--- config.mk ---
export PLATFORM = sky130hd
export DESIGN_NAME = multicycle_controller
export DESIGN_NICKNAME = d
export VERILOG_FILES = /design/src/rtl/multicycle_controller.sv
export SDC_FILE = /design/constraint.sdc
export NUM_CORES = 1
export LEC_CHECK = 0
export ABC_AREA = 1
export BUFFER_PORTS_ARGS = -buffer_cell sky130_fd_sc_hd__buf_2
export CAP_MARGIN = 10
export CORE_UTILIZATION = 38
export CTS_BUF_LIST = sky130_fd_sc_hd__clkbuf_2 sky130_fd_sc_hd__clkbuf_4 sky130_fd_sc_hd__clkbuf_8
export CTS_CLUSTER_SIZE = 12
export DETAILED_ROUTE_END_ITERATION = 10
export PLACE_DENSITY = 0.79
export SLEW_MARGIN = 0
export SYNTH_ARGS = -nofsm -noshare
export SYNTH_HDL_FRONTEND = slang
export SYNTH_SLANG_ARGS = --single-unit
--- constraint.sdc ---
create_clock -name clk -period 1.03 [get_ports clk]
set_input_delay 0.103 -clock clk [delete_from_list [all_inputs] [get_ports clk]]
set_output_delay 0.103 -clock clk [all_outputs]
set_load 0.02 [all_outputs]
--- src/rtl/multicycle_controller.sv ---
// Main control FSM for the multicycle RV32I core: sequences fetch, decode,
// execute, memory and writeback over a shared ALU and a single memory.
module multicycle_controller (
    input  logic       clk,
    input  logic       rst,
    input  logic [6:0] op,
    input  logic [2:0] funct3,
    input  logic [6:0] funct7,
    input  logic       zero,
    input  logic       neg,
    output logic       PCWrite,
    output logic       AdrSrc,
    output logic       MemWrite,
    output logic       IRWrite,
    output logic [1:0] ResultSrc,
    output logic [1:0] ALUSrcA,
    output logic [1:0] ALUSrcB,
    output logic [2:0] ALUControl,
    output logic [2:0] ImmSrc,
    output logic       RegWrite,
    output logic [3:0] state
);

    typedef enum logic [3:0] {
        S_FETCH    = 4'd0,
        S_DECODE   = 4'd1,
        S_MEMADR   = 4'd2,
        S_MEMREAD  = 4'd3,
        S_MEMWB    = 4'd4,
        S_MEMWRITE = 4'd5,
        S_EXECR    = 4'd6,
        S_EXECI    = 4'd7,
        S_ALUWB    = 4'd8,
        S_BRANCH   = 4'd9,
        S_JAL      = 4'd10,
        S_JALR     = 4'd11,
        S_LUI      = 4'd12
    } state_t;

    localparam logic [6:0] OP_LW   = 7'b0000011;
    localparam logic [6:0] OP_SW   = 7'b0100011;
    localparam logic [6:0] OP_R    = 7'b0110011;
    localparam logic [6:0] OP_I    = 7'b0010011;
    localparam logic [6:0] OP_BR   = 7'b1100011;
    localparam logic [6:0] OP_JAL  = 7'b1101111;
    localparam logic [6:0] OP_JALR = 7'b1100111;
    localparam logic [6:0] OP_LUI  = 7'b0110111;

    localparam logic [2:0] ALU_ADD = 3'b000;
    localparam logic [2:0] ALU_SUB = 3'b001;
    localparam logic [2:0] ALU_AND = 3'b010;
    localparam logic [2:0] ALU_OR  = 3'b011;
    localparam logic [2:0] ALU_XOR = 3'b100;
    localparam logic [2:0] ALU_SLT = 3'b101;

    localparam logic [2:0] IMM_I = 3'b000;
    localparam logic [2:0] IMM_S = 3'b001;
    localparam logic [2:0] IMM_B = 3'b010;
    localparam logic [2:0] IMM_J = 3'b011;
    localparam logic [2:0] IMM_U = 3'b100;

    state_t     r_state;
    state_t     w_next;
    logic       w_pc_update;
    logic       w_taken;
    logic [2:0] w_alu_funct;
    logic       w_unused;

    // Only funct7[5] (add/sub select) matters to this controller.
    assign w_unused = ^{funct7[6], funct7[4:0]};

    always_ff @(posedge clk or negedge rst) begin
        if (!rst) begin
            r_state <= S_FETCH;
        end else begin
            r_state <= w_next;
        end
    end

    // Shared funct3 map for register and immediate ALU ops; sub is applied in EXECR only.
    always_comb begin
        w_alu_funct = ALU_ADD;
        case (funct3)
            3'b111:  w_alu_funct = ALU_AND;
            3'b110:  w_alu_funct = ALU_OR;
            3'b100:  w_alu_funct = ALU_XOR;
            3'b010:  w_alu_funct = ALU_SLT;
            default: w_alu_funct = ALU_ADD;
        endcase
    end

    always_comb begin
        w_taken = 1'b0;
        case (funct3)
            3'b000:  w_taken = zero;
            3'b001:  w_taken = ~zero;
            3'b100:  w_taken = neg;
            3'b101:  w_taken = ~neg;
            default: w_taken = 1'b0;
        endcase
    end

    always_comb begin
        w_next      = S_FETCH;
        w_pc_update = 1'b0;
        AdrSrc      = 1'b0;
        MemWrite    = 1'b0;
        IRWrite     = 1'b0;
        ResultSrc   = 2'b00;
        ALUSrcA     = 2'b00;
        ALUSrcB     = 2'b00;
        ALUControl  = ALU_ADD;
        ImmSrc      = IMM_I;
        RegWrite    = 1'b0;
        case (r_state)
            S_FETCH: begin
                IRWrite     = 1'b1;
                ALUSrcB     = 2'b10;
                ResultSrc   = 2'b10;
                w_pc_update = 1'b1;
                w_next      = S_DECODE;
            end
            S_DECODE: begin
                ALUSrcA = 2'b01;
                ALUSrcB = 2'b01;
                ImmSrc  = (op == OP_JAL) ? IMM_J : IMM_B;
                case (op)
                    OP_LW, OP_SW: w_next = S_MEMADR;
                    OP_R:         w_next = S_EXECR;
                    OP_I:         w_next = S_EXECI;
                    OP_BR:        w_next = S_BRANCH;
                    OP_JAL:       w_next = S_JAL;
                    OP_JALR:      w_next = S_JALR;
                    OP_LUI:       w_next = S_LUI;
                    default:      w_next = S_FETCH;
                endcase
            end
            S_MEMADR: begin
                ALUSrcA = 2'b10;
                ALUSrcB = 2'b01;
                ImmSrc  = (op == OP_SW) ? IMM_S : IMM_I;
                w_next  = (op == OP_SW) ? S_MEMWRITE : S_MEMREAD;
            end
            S_MEMREAD: begin
                AdrSrc = 1'b1;
                w_next = S_MEMWB;
            end
            S_MEMWB: begin
                ResultSrc = 2'b01;
                RegWrite  = 1'b1;
                w_next    = S_FETCH;
            end
            S_MEMWRITE: begin
                AdrSrc   = 1'b1;
                MemWrite = 1'b1;
                ImmSrc   = IMM_S;
                w_next   = S_FETCH;
            end
            S_EXECR: begin
                ALUSrcA    = 2'b10;
                ALUSrcB    = 2'b00;
                ALUControl = (funct3 == 3'b000 && funct7[5]) ? ALU_SUB : w_alu_funct;
                w_next     = S_ALUWB;
            end
            S_EXECI: begin
                ALUSrcA    = 2'b10;
                ALUSrcB    = 2'b01;
                ImmSrc     = IMM_I;
                ALUControl = w_alu_funct;
                w_next     = S_ALUWB;
            end
            S_ALUWB: begin
                RegWrite = 1'b1;
                w_next   = S_FETCH;
            end
            S_BRANCH: begin
                ALUSrcA    = 2'b10;
                ALUSrcB    = 2'b00;
                ALUControl = ALU_SUB;
                ImmSrc     = IMM_B;
                w_next     = S_FETCH;
            end
            S_JAL: begin
                // PC takes the target held in ALUOut while the ALU forms OldPC+4.
                w_pc_update = 1'b1;
                ALUSrcA     = 2'b01;
                ALUSrcB     = 2'b10;
                ImmSrc      = IMM_J;
                w_next      = S_ALUWB;
            end
            S_JALR: begin
                ALUSrcA = 2'b10;
                ALUSrcB = 2'b01;
                ImmSrc  = IMM_I;
                w_next  = S_JAL;
            end
            S_LUI: begin
                ImmSrc    = IMM_U;
                ResultSrc = 2'b11;
                RegWrite  = 1'b1;
                w_next    = S_FETCH;
            end
            default: begin
                w_next = S_FETCH;
            end
        endcase
    end

    assign PCWrite = w_pc_update | ((r_state == S_BRANCH) & w_taken);
    assign state   = r_state;

endmodule

==> summary.txt, run 1 <==
Clock tree
  • TritonCTS clock tree: yes
  • CTS Sinks: 4
  • Clk buf depth: 2
  • Clock-pin slew on the worst setup and hold paths: roughly 0.04 ns
  • Clock Latency Late Sink: roughly 0.23 ns
  • Total CTS buffers: 3
  • H-tree levels: 1
  • CTS Root Buffer Type: clkbuf_4

Global routing
  • GRT Total Usage: a little over a third
  • Grt total ovfl: 0
  • Largest net degree at the start of global routing: 7
  • First-pass GRT wire length: 4.85 mm
  • Initial antenna violation count: 0
  • Vias in the first global route: roughly 1100

Synth
  • Warnings from Yosys: 0
  • Post-synthesis mux area share: 0%
  • Post-synthesis adder-cell area fraction: 0%
  • Register area share after synthesis: 16.5%
  • Xor and xnor area share after synthesis: 0%
  • Mapped Area: 608 um^2
  • Simple-gate share of the synthesized area: a little under three fifths
  • Syn_nets: ~140
  • #FFs+latches synth: 4
  • Synth Area in Compound Gates: between 10% and 20%
  • Largest family of logic cells by synthesized area: simple AND/OR/NAND/NOR gates
  • Synth cell types: 16
  • Syn avg cell area: between 5 and 6 um^2
  • Syn Inst Count: roughly 120

Pwr
  • Pwr Density: 1720 mW/mm^2
  • Tot Pwr: between 2000 and 2500 uW
  • Internal power: around 1100 uW
  • Sw frac: roughly half
  • Maximum VDD drop: ~1.1 mV
  • Logic pwr share: between 70% and 80%
  • Psw: about 1100 uW
  • P_leak: 0.000687 uW
  • Reg power frac: 11.9%
  • Clock power frac: under 10%

Layout
  • Ant. Diodes: 0
  • Post-Route Utilization: 85.7%
  • Fin cells: 196
  • Layout cells sized above 1: around 60%
  • Area Overhead vs Synth: 112%
  • Nets: between 200 and 250
  • Max FFs per register: 4

Route
  • ANT nets after route: 0
  • Vias/cell: about 5.2
  • DRC: 0
  • DR WL/cell: 15.1 um
  • First drt pass iteration count: 4
  • Initial DRC Count: 12
  • WL final: a little under 3 mm
  • Vias post-DR: between 1000 and 1500

Critical path
  • Cells along the critical path: nor2_4, inv_4, nor2_4, buf_4, nor2_2, a21oi_2, buf_4
  • CP Data Required Time: slightly above 0.9 ns
  • Crit. End Element: output pin
  • Critical path arrival: about 1.5 ns
  • CP Launch Type: flip-flop
  • WS Path Type: reg2out
  • CP max-delay cell: dfrtp_2
  • Max incr delay on CP: roughly 0.43 ns
  • CP max FO: 4

Timing
  • Setup violators final: 22
  • Final WS setup: -0.538 ns
  • Rel. slew slack: 79.7%
  • Hold Fails Final Rpt: 0
  • Max Fclk: roughly 640 MHz
  • Unrepaired setup endpoints after global routing: yes
  • Worst-Margin Slew: between 0.3 and 0.4 ns
  • Max-slew violations: 0
  • Post-route clock period utilization: 152%
  • Skew final: 0.00547 ns
  • Fin crit period: about 1.6 ns

Floorplanning
  • Core area: about 0.0015 mm^2
  • Die width: approximately 42 um
  • Initial Utilization: 40.4%
  • I/O pin count: 42
  • DIE HEIGHT: 42 um
  • Die area: 0.00176 mm^2
  • Row count: 14

Placed design
  • # placed instances: 184
  • Detailed placer's ending HPWL: 1.64 mm
  • Worst slack at placement: -0.240 ns
  • RePlAce Congestion: 0.840
  • IO buf count: 35

Min path
  • Worst hold path class: in2async

Outcome
  • Run status: finished with violations
  • Failing checks: negative setup slack

Job
  • Max Cap Viol: 0
-- worst max-delay path, delay by kind of cell, from the launching register on --
kind            cells  cell delay [ns]
compound gates      1             0.11
flops               1             0.43
buf+inv             3             0.35
simple gates        3             0.33
-- per-stage QoR --
step	hold slack (ns)	area [um^2]	setup TNS, ns
after floorplan	-0.193	693	-1.88
after global placement	-0.0931	1010	-2.12
after detailed placement	-0.0881	1010	-2.56
after CTS	0.202	1270	-6.98
after global routing	0.235	1290	-9.34
final	0.221	1290	-8.33
-- final timing paths --
kind	slack (ns)	endpoint	startpoint	depth (start not counted)
setup / recovery	-0.54	ALUControl[0]	state[2]	7
hold / removal	0.22	state[3]	rst	2
setup reg to reg	-0.33	state[1]	state[3]	10
hold reg to reg	0.80	state[3]	state[2]	4
max in group asynchronous	0.67	state[2]	rst	2
min in group clk	0.25	state[1]	op[2]	5
-- cells by family (layout without fill, tap and decap cells) --
logic type / count (synthesis) / count (layout)
and+or+nand+nor: 77 / 77
buffers and inverters: 26 / 89
AOI/OAI and AO/OA: 10 / 10
DFF: 4 / 4
-- routing by layer --
layer / GRT usage, % / vias up / routed length [um]
met3: 6.47 / 20 / 126
met1: 36.4 / 464 / 1050
met4: 25.2 / 0 / 167
met2: 67.5 / 59 / 1620
met5: 0 / - / 0
li1: - / 483 / -
-- repair_timing --
item,in CTS,in global routing
hold endpoints to repair,4,0
buffers inserted,8,2
setup endpoints to repair,23,23
pin swaps,16,2
hold buffers,1,0
gates resized for setup,52,3
-- final cells by class --
type / count / area [um^2]
inverters: 26 / 105
flip-flops and latches: 4 / 105
fillers: 77 / 215
repair buffers: 60 / 503
multi-input cells: 87 / 536
clock buffers: 3 / 22.5
well taps: 16 / 20.0
-- power groups by stage --
| stage | clock (uW) | combinational, uW | sequential [uW] |
|---|---|---|---|
| after floorplan | 0 | 778 | 290 |
| after global placement | 0 | 1260 | 254 |
| after detailed placement | 0 | 1280 | 255 |
| after CTS | 197 | 1670 | 254 |
| after global routing | 216 | 1860 | 267 |
| final | 197 | 1760 | 265 |
-- placed cells by master, fill, tap and decap left out --
master	netlist	routed
nand3_2	0	2
nand2_4	1	3
inv_4	0	3
clkbuf_4	0	3
o21ai_0	3	2
nor2_1	25	11
a21oi_1	3	1
o21ai_2	0	1
nand2_8	0	1
inv_1	22	13
nand2_2	2	2
nor2_4	3	9
nand2_1	34	31
a21oi_2	0	2
buf_2	0	18
inv_2	4	10
buf_4	0	18
nor2_2	2	10
nand3_1	8	6
nand4_1	2	2
a22o_1	1	1
dfrtp_2	0	4
buf_6	0	22
o211ai_1	2	2
dlygate4sd3_1	0	1
a211oi_4	0	1
buf_12	0	1
-- synthesized netlist by cell type, drive strengths merged --
library cell / count / area, um^2
a211oi: 1 / 12.5
o21ai: 3 / 15.0
nand4: 2 / 12.5
inv: 26 / 97.6
nand3: 8 / 40.0
nor2: 30 / 140
a21oi: 3 / 15.0
o211ai: 2 / 15.0
a22o: 1 / 8.76
nand2: 37 / 151
dfrtp: 4 / 100
Power figures use the tool's default switching activity.
==> inputs of run 2 (changes only) <==
BUFFER_PORTS_ARGS = -buffer_cell sky130_fd_sc_hd__buf_4   (was -buffer_cell sky130_fd_sc_hd__buf_2)
PLACE_DENSITY = 0.78   (was 0.79)
==> run 2 against run 1 <==
Against the previous run:
- the flow still finishes with violations (negative setup slack)
- critical path type unchanged
- critical path depth is 1 higher
- maximum frequency is 3.8% lower
- hold slack got worse by 0.021 ns
- die area did not move
- sequential share of layout area down 0.54 points
- setup slack worse by 0.062 ns
- first-iteration DRC count grew to 4.7 times the previous value
- register-to-register slack worse by 0.05 ns
- non-clock buffer count grew 2
- global-route usage is 3.4 points lower
==> summary.txt, run 2 (synthesis gave the netlist of run 1 again) <==
Route
  • DRC: 0
  • ANT nets after route: 0
  • Vias post-DR: about 1100
  • DR WL/cell: 19.1 um
  • Top Metal Used: met4
  • Vias/cell: between 5 and 6
  • Routed met1 length: 1.25 mm
  • First drt pass iteration count: 4
  • Initial DRC Count: 56
  • WL final: between 3 and 4 mm
  • Met3 wire length: between 300 and 400 um
  • Met2 WL: about 1.8 mm

Timing
  • Skew final: between 0.01 and 0.015 ns
  • Hold Fails Final Rpt: 0
  • Final WS setup: -0.600 ns
  • Post-route clock period utilization: 158%
  • Worst-Margin Slew: ~0.25 ns
  • Fin crit period: about 1.6 ns
  • Unrepaired setup endpoints after global routing: yes
  • Max-slew violations: 0
  • Setup violators final: 22
  • Rel. slew slack: a little over four fifths
  • Max Fclk: 613 MHz

Layout
  • Layout cells sized above 1: between 60% and 70%
  • Fin cells: between 150 and 200
  • Ant. Diodes: 0
  • Post-Route Utilization: approximately 90%
  • Register Area: 105 um^2
  • Commonest non-fill, non-tap cell in the layout: buf_4
  • Fill cell count: between 50 and 60
  • Area Overhead vs Synth: 127%
  • Finished Cell Area: 0.00138 mm^2
  • Max FFs per register: 4
  • Nets: roughly 210
  • Multi-input gate area: around 560 um^2
  • Most frequent cells in the layout: buf_4, nand2_1, buf_6

Global routing
  • Largest net degree at the start of global routing: 7
  • Vias in the first global route: 1055
  • Grt total ovfl: 0
  • Initial antenna violation count: 0
  • GRT Total Usage: around 33%
  • First-pass GRT wire length: between 4 and 5 mm

Job
  • Max Cap Viol: 0

Clock tree
  • CTS Root Buffer Type: clkbuf_4
  • Clock-pin slew on the worst setup and hold paths: roughly 0.040 ns
  • Clock Latency Late Sink: around 0.24 ns
  • Clk buf depth: 2
  • Total CTS buffers: 3
  • H-tree levels: 1
  • CTS Sinks: 4
  • TritonCTS clock tree: yes

Critical path
  • Buf/Inv on CP: 3
  • WS Path Type: reg2out
  • Crit. End Element: output pin
  • Worst path depth: 8
  • CP Data Required Time: roughly 0.93 ns
  • CP max-delay cell: dfrtp_2
  • Max incr delay on CP: 0.45 ns
  • Worst path top cell family by delay: simple AND/OR/NAND/NOR gates
  • CP max FO: 5
  • Critical path arrival: approximately 1.5 ns
  • CP Launch Type: flip-flop
  • Cells along the critical path: inv_4, nand2_4, nor2_4, inv_2, nor2_2, nand2_1, nand2_2, buf_6
  • R2R depth: 9

Floorplanning
  • Die area: 0.00176 mm^2
  • I/O pin count: 42
  • DIE HEIGHT: ~42 um
  • Core area: approximately 0.0015 mm^2
  • Row count: 14
  • Initial Utilization: about two fifths
  • Die width: about 42 um

Pwr
  • Maximum VDD drop: approximately 1.4 mV
  • Tot Pwr: around 2300 uW
  • P_leak: just over 0.0007 uW
  • Pwr Density: about 1700 mW/mm^2

Placed design
  • Worst slack at placement: -0.243 ns
  • Detailed placer's ending HPWL: 1.61 mm
  • # placed instances: roughly 180
  • IO buf count: 35
  • Placed cell areas: roughly 0.0011 mm^2
  • RePlAce Congestion: ~0.87

Min path
  • Worst hold path class: in2async

Outcome
  • Run status: finished with violations
  • Failing checks: negative setup slack
-- run 2: changes by cell type in the layout (fill, tap and decap cells not counted), moves of 2 or more --
cell	delta
buf_2	-18
buf_4	+16
buf_6	+5
inv_1	-2
inv_2	+2
nand2_1	-2
nand2_4	+2
nor2_1	+2
nor2_2	-6
nor2_4	+4
-- run 2: per-layer routing --
layer | vias to the layer above | global-route usage [%]
li1 | 485 | -
met1 | 508 | 31.9
met2 | 89 | 63.7
met3 | 39 | 5.60
met4 | 0 | 20.6
met5 | - | 0
-- run 2: stage by stage --
step	setup TNS [ns]	hold slack, ns
floorplan	-1.88	-0.193
global placement	-2.00	-0.101
detailed placement	-2.40	-0.0994
CTS	-6.96	0.199
global route	-9.99	0.209
finish	-9.24	0.201
-- run 2: final timing paths --
| check | from | to | slack (ns) |
|---|---|---|---|
| setup / recovery | state[1] | PCWrite | -0.60 |
| hold / removal | rst | state[1] | 0.20 |
| setup reg to reg | state[1] | state[1] | -0.38 |
| hold reg to reg | state[3] | state[2] | 0.91 |
| max in group asynchronous | rst | state[3] | 0.70 |
| min in group clk | op[2] | state[1] | 0.27 |
-- run 2: power by group --
group          leakage, uW  internal [uW]  total (uW)  switching, uW
sequential       0.0000474            195         270           75.4
combinational     0.000657            831        1880           1050
clock            0.0000138            130         198           67.4
total             0.000718           1160        2350           1190
-- run 2: area by class of cell --
class / instances / area share [%]
clock buffers: 3 / 1.63
inverters: 26 / 7.60
multi-input cells: 87 / 40.5
flip-flops and latches: 4 / 7.60
well taps: 16 / 1.45
repair buffers: 62 / 41.2
-- run 2: timing repair --
action | in CTS | in global routing
resized for setup | 34 | 20
endpoints found under the hold margin | 4 | 0
hold buffers | 1 | 0
pin swaps | 17 | 5
setup endpoints to repair | 23 | 23
setup buffers | 8 | 12
